--- src/rtl/ripple_counter_pkg.sv ---
// Shared constants and types for the ripple-style up-counter.
package ripple_counter_pkg;

    localparam int unsigned DEFAULT_WIDTH = 4;

    typedef logic [3:0] count4_t;

endpackage

--- src/rtl/t_ff_stage.sv ---
// Single toggle flip-flop stage with synchronous active-high reset and registered complement.
module t_ff_stage (
    input  logic clk,
    input  logic rst,
    input  logic t,
    output logic q,
    output logic q_bar
);

    logic r_q;
    logic r_q_bar;

    // The complement is held in its own flop so q_bar is registered, not derived from q.
    always_ff @(posedge clk) begin
        if (rst) begin
            r_q     <= 1'b0;
            r_q_bar <= 1'b1;
        end else if (t) begin
            r_q     <= ~r_q;
            r_q_bar <= ~r_q_bar;
        end
    end

    assign q     = r_q;
    assign q_bar = r_q_bar;

endmodule

--- src/rtl/ripple_up_counter_4bit.sv ---
// Synchronous up-counter built from a chain of T flip-flop stages.
// Optional terminal-count output tc is enabled by defining RIPPLE_UP_COUNTER_TC_EN.
module ripple_up_counter_4bit
    import ripple_counter_pkg::*;
#(
    parameter int unsigned WIDTH = DEFAULT_WIDTH
) (
    input  logic             clk,
    input  logic             rst,
    input  logic             t,
    output logic [WIDTH-1:0] q,
    output logic [WIDTH-1:0] q_bar
`ifdef RIPPLE_UP_COUNTER_TC_EN
    ,
    output logic             tc
`endif
);

    logic [WIDTH-1:0] w_q;
    logic [WIDTH-1:0] w_q_bar;
    logic [WIDTH-1:0] w_stage_t;

    // Stage i toggles when t is high and all lower stages are ones (stage i-1 wraps).
    for (genvar i = 0; i < WIDTH; i++) begin : g_stage
        if (i == 0) begin : g_lsb
            assign w_stage_t[i] = t;
        end else begin : g_upper
            assign w_stage_t[i] = w_stage_t[i-1] & w_q[i-1];
        end

        t_ff_stage u_stage (
            .clk   (clk),
            .rst   (rst),
            .t     (w_stage_t[i]),
            .q     (w_q[i]),
            .q_bar (w_q_bar[i])
        );
    end

    assign q     = w_q;
    assign q_bar = w_q_bar;

`ifdef RIPPLE_UP_COUNTER_TC_EN
    assign tc = t & (&w_q);
`endif

endmodule

--- config.mk ---
export PLATFORM = sky130hd
export DESIGN_NAME = ripple_up_counter_4bit
export DESIGN_NICKNAME = d
export VERILOG_FILES = /design/src/rtl/ripple_counter_pkg.sv /design/src/rtl/t_ff_stage.sv /design/src/rtl/ripple_up_counter_4bit.sv
export SDC_FILE = /design/constraint.sdc
export NUM_CORES = 1
export LEC_CHECK = 0
export ABC_AREA = 1
export BUFFER_PORTS_ARGS = -buffer_cell sky130_fd_sc_hd__buf_4
export CAP_MARGIN = 0
export CORE_AREA = 2 2 39 41
export CTS_CLUSTER_DIAMETER = 40
export DETAILED_ROUTE_END_ITERATION = 16
export DIE_AREA = 0 0 41 43
export GPL_TIMING_DRIVEN = 0
export HOLD_SLACK_MARGIN = 0.03
export SYNTH_ARGS = -nofsm -noshare
export SYNTH_HDL_FRONTEND = slang
export SYNTH_HIERARCHICAL = 1
export SYNTH_SLANG_ARGS = --single-unit
--- constraint.sdc ---
create_clock -name clk -period 1.86 [get_ports clk]
set_input_delay 0.558 -clock clk [delete_from_list [all_inputs] [get_ports clk]]
set_output_delay 0.558 -clock clk [all_outputs]
set_load 0.02 [all_outputs]
==> flow_metrics.tcl, run 1 <==
set metrics [dict create \
    design_area_um2 464.2 \
    grt_usage_pct 7.545 \
    clk_latency_ns 0.25 \
    setup_tns_ns 0 \
    numCtsBuffers 3 \
    yosysSeqAreaShare_pct 46.21 \
    worstMarginPinSlew_ns 0.1698 \
    yosys_register_bits 8 \
    synth-simple-area-share_pct 37.55 \
    fp.dieW_um 41 \
    synthesis.nets 57 \
    area_delta_synth_final_pct 33.94 \
    postCtsSetupRepairBufs 0 \
    worstPathCellList "buf_4" \
    setup_viol 0 \
    fmax_mhz 726.5 \
    fin_worst_skew_ns 0.0005748 \
    power_density_mw_per_mm2 779.4 \
    yosysWarnings 6 \
    hold_path_startpoint "g_stage[1].u_stage/q_bar" \
    critPathLaunchType "flip-flop" \
    fin_nets 72 \
    cp.arrival_ns 0.82 \
    hold_path_class "flip-flop to flip-flop" \
    crit_start "g_stage[0].u_stage/q" \
    required_ns 1.30 \
    hpwlAfterDp_um 447.6 \
    timing.final.max_slew_violations 0 \
    grt_pass1_vias 234 \
    yosysTopAreaCell "dfxtp_1" \
    drt_iter0_markers 8 \
    die_h_um 43 \
    drc_errors 0 \
    dr.pass1.iters 4 \
    route.vias.total 321 \
    async_flop_share_pct 0 \
    synth_cell_types 7 \
    hold_buffers 0 \
    cts_tree "yes" \
    rsz0062_at_grt "no" \
    synth_cells 54 \
    cts_resized 0 \
    grt_max_degree 7 \
    overflow 0 \
    dieArea_mm2 0.001763 \
    synth_top_area_share_pct 46.21 \
    start_util_pct 25.05 \
    utilization_pct 33.54 \
    min_period_over_period_pct 74.01 \
    critPathSlowestCell "dfxtp_1" \
    path_class "flip-flop to output pin" \
    root_buffer "clkbuf_4" \
    syn_avg_cell_area_um2 6.418 \
    rows 14 \
    ctsLongestPathBuffers 2 \
    grt_antenna_before_repair 0 \
    crit_family "flip-flops" \
    htree_levels 1 \
    synth_area_um2 346.6 \
    synthMostInstantiatedCell "nand2_1" \
    synth-edff-count 0 \
    port_buffers 10 \
    drive_gt1_share_pct 22.39 \
    relSlewSlack_pct 88.66 \
    clk_pin_slew_ns 0.06 \
    place_area_um2 441.7 \
    regToRegStartpoint "g_stage[0].u_stage/q" \
    ys.flop_type "dfxtp_1" \
    muxShareOfSynthArea_pct 0 \
    synthAdderAreaFrac_pct 0 \
    outcome "finished clean" \
    post_drt_wl_per_cell_um 6.988 \
    cap_violations 0 \
    gp_congestion 0.6409 \
    hold_violations 0 \
    viasPerCell 3.867 \
    antenna_left 0 \
    synth_top_family_by_area "simple AND/OR/NAND/NOR gates" \
    synth_xor_xnor_area_share_pct 0 \
    io_pins 11 \
    synth_area_leaders "dfxtp_1 (46%), nand2_1 (18%), inv_1 (16%)" \
    diodes 0 \
    wirelength_um 580 \
    crit_buf_inv 1 \
    ir_worst_vdd_mv 0.2038 \
    endpoint_kind "output pin" \
    synth_compound_area_share_pct 0 \
    grt_pass1_wl_um 917 \
    synth_common_cells "nand2_1 (17), inv_1 (15), dfxtp_1 (8), nor2_1 (8), nand3_1 (4)" \
    power_leakage_nw 0.2736 \
    coreArea_mm2 0.001384 \
    crit_fanout 5 \
    slowest_delay_ns 0.40 \
    fill_cells 159 \
    numClockSinks 8 \
    layout_min_cycle_time_ns 1.377 \
]
## placed cells by master (no fill, tap or decap)
| cell | count |
|---|---|
| nor2_1 | 8 |
| clkbuf_4 | 3 |
| dfxtp_1 | 8 |
| inv_1 | 15 |
| nand2_1 | 17 |
| nand3_2 | 1 |
| buf_4 | 10 |
| nand3_1 | 4 |
| nor2_2 | 1 |
## stage by stage
stage          power [mW]  worst slack, ns  hold WS [ns]  instances
2_1_floorplan      0.2136           0.8298        0.5530         54
3_3_place_gp       0.2323           0.6730        0.4608         80
3_5_place_dp       0.2332           0.6560        0.4719         80
4_1_cts            0.3680           0.4726        0.4833         83
5_1_grt            0.3771           0.4460        0.5093         83
6_report           0.3618           0.4835        0.4808         83
## where the power goes
part           switching, mW  internal [mW]  total [mW]  leakage (nW)
Combinational         0.0246         0.0187      0.0432         0.194
Sequential           0.00685          0.179       0.186        0.0655
Clock                 0.0591         0.0739       0.133        0.0138
## worst paths after layout
check,endpoint,slack (ns),cells past startpoint
setup reg to reg,g_stage[3].u_stage/q_bar,0.94,5
setup / recovery,q[0],0.48,1
hold / removal,g_stage[1].u_stage/q_bar,0.48,2
hold reg to reg,g_stage[1].u_stage/q_bar,0.48,2
## layer usage
metal	track usage (%)	routed length [um]	vias up
met1	11.00	282	133
met4	6.000	0	0
li1	-	-	180
met3	1.571	28	0
met5	0	0	-
met2	9.063	268	8
## kinds of logic after synthesis
group / count (synthesis)
and+or+nand+nor: 31
buffers and inverters: 15
DFF: 8
## flip-flops by register name (all words and copies together) (netlist names)
signal	flops
g_stage.u_stage/q_bar	4
g_stage.u_stage/q	4
## layout make-up
cell class | instances | area (um2) | area share (%)
Sequential cell | 8 | 160.2 | 34.50
Multi-Input combinational cell | 31 | 130.1 | 28.03
Timing Repair Buffer | 10 | 75.07 | 16.17
Inverter | 15 | 56.30 | 12.13
Clock buffer | 3 | 22.52 | 4.852
Tap cell | 16 | 20.02 | 4.313
Power figures use the tool's default switching activity.
==> run 2, diff against run 1 <==
==> constraint.sdc (replaced) <==
create_clock -name clk -period 1.15 [get_ports clk]
set_input_delay 0.345 -clock clk [delete_from_list [all_inputs] [get_ports clk]]
set_output_delay 0.345 -clock clk [all_outputs]
set_load 0.02 [all_outputs]
==> flow_metrics.tcl, run 2 (same netlist as run 1, synthesis figures left out) <==
set metrics [dict create \
    outcome "finished clean" \
    fin_nets 72 \
    regToRegStartpoint "g_stage[0].u_stage/q" \
    layout_min_cycle_time_ns 1.108 \
    grt_max_degree 7 \
    numCtsBuffers 3 \
    fill_cells 158 \
    share_seq_of_total_power_pct 51.4 \
    antenna_left 0 \
    cp.arrival_ns 0.76 \
    power_mw 0.5865 \
    hold_violations 0 \
    min_period_over_period_pct 96.37 \
    drive_gt1_share_pct 26.87 \
    crit_buf_inv 1 \
    dr.pass1.iters 4 \
    required_ns 0.81 \
    hold_path_class "input pin to flip-flop" \
    crit_fanout 5 \
    area_delta_synth_final_pct 35.02 \
    power_density_mw_per_mm2 1253 \
    grt_usage_pct 7.545 \
    worst_slack_ns 0.04169 \
    viasPerCell 3.867 \
    clockPowerShare_pct 36.6 \
    power_leakage_nw 0.2748 \
    crit_start "g_stage[0].u_stage/q" \
    ctsLongestPathBuffers 2 \
    worstMarginPinSlew_ns 0.1482 \
    gp_congestion 0.6409 \
    cts_tree "yes" \
    critPathLaunchType "flip-flop" \
    power.net_switching_mw 0.1464 \
    cap_violations 0 \
    swShare_pct 24.96 \
    diodes 0 \
    wirelength_um 581 \
    grt_pass1_wl_um 917 \
    die_h_um 43 \
    ir_worst_vdd_mv 0.3292 \
    port_buffers 10 \
    setup_viol 0 \
    slowest_delay_ns 0.36 \
    overflow 0 \
    setup_tns_ns 0 \
    timing.final.max_slew_violations 0 \
    drc_errors 0 \
    clk_latency_ns 0.25 \
    endpoint_kind "output pin" \
    path_class "flip-flop to output pin" \
    drt_iter0_markers 8 \
    intPower_mw 0.4401 \
    fmax_mhz 902.3 \
    start_util_pct 25.05 \
    hold_buffers 0 \
    fin_worst_skew_ns 0.0008046 \
    io_pins 11 \
    post_drt_wl_per_cell_um 7.000 \
    power_frac_comb_pct 11.9 \
    dieArea_mm2 0.001763 \
    numClockSinks 8 \
    htree_levels 1 \
    pre_cts_slack_ns 0.1590 \
    rsz0062_at_grt "no" \
    crit_family "flip-flops" \
    final_common_cell "nand2_1" \
    critPathSlowestCell "dfxtp_2" \
    grt_pass1_vias 234 \
    hold_path_startpoint "rst" \
    layout_common_cells "nand2_1 (17), inv_1 (15), buf_4 (10)" \
    coreArea_mm2 0.001384 \
    worstPathCellList "buf_4" \
    route.vias.total 321 \
    root_buffer "clkbuf_4" \
    grt_antenna_before_repair 0 \
    clk_pin_slew_ns 0.06 \
    relSlewSlack_pct 90.11 \
    rows 14 \
    hpwlAfterDp_um 447.6 \
    fp.dieW_um 41 \
]
## run 2: path summary, 6_finish.rpt
check / to / slack [ns] / cells past startpoint
setup / recovery: q[0] / 0.04 / 1
hold reg to reg: g_stage[1].u_stage/q_bar / 0.48 / 2
hold / removal: g_stage[1].u_stage/q_bar / 0.34 / 3
setup reg to reg: g_stage[3].u_stage/q_bar / 0.29 / 5
## run 2: final cells by class
class,instances,area [um2],area share (%)
Tap cell,16,20.02,4.278
Inverter,15,56.30,12.03
Multi-Input combinational cell,31,130.1,27.81
Clock buffer,3,22.52,4.813
Timing Repair Buffer,10,75.07,16.04
Sequential cell,8,163.9,35.03
## run 2: worst register-to-register path, delay by kind of cell (launching register included)
kind / cells / cell delay (ns)
buf+inv: 1 / 0.05
flops: 1 / 0.36
simple gates: 4 / 0.34
## run 2: power by group through the flow
stage / Clock, mW / Sequential, mW / Combinational [mW]
floorplan: 0 / 0.319 / 0.0263
global placement: 0 / 0.306 / 0.0697
detailed placement: 0 / 0.306 / 0.0710
CTS: 0.224 / 0.301 / 0.0712
global route: 0.230 / 0.303 / 0.0787
finish: 0.215 / 0.302 / 0.0700
## run 2: layer usage
layer | GRT usage [%] | routed length [um] | share of wire (%)
met5 | 0 | 0 | 0
met4 | 6.000 | 0 | 0
met3 | 1.571 | 28 | 4.8
met2 | 9.063 | 265 | 46
met1 | 11.00 | 286 | 49
## run 2: timing repair
action                                  4_1_cts  5_1_grt
resized for setup                             2        1
endpoints found under the setup margin        2        1
buffers inserted                              0        0
## run 2: stage by stage
step / hold slack (ns) / cell area (um2) / std cells / utilization (%)
2_1_floorplan: 0.4646 / 346.6 / 54 / -
3_3_place_gp: 0.4608 / 441.7 / 80 / 31.92
3_5_place_dp: 0.4719 / 441.7 / 80 / 31.92
4_1_cts: 0.3383 / 466.7 / 83 / 33.73
5_1_grt: 0.3433 / 467.9 / 83 / 33.82
6_report: 0.3387 / 467.9 / 83 / 33.82
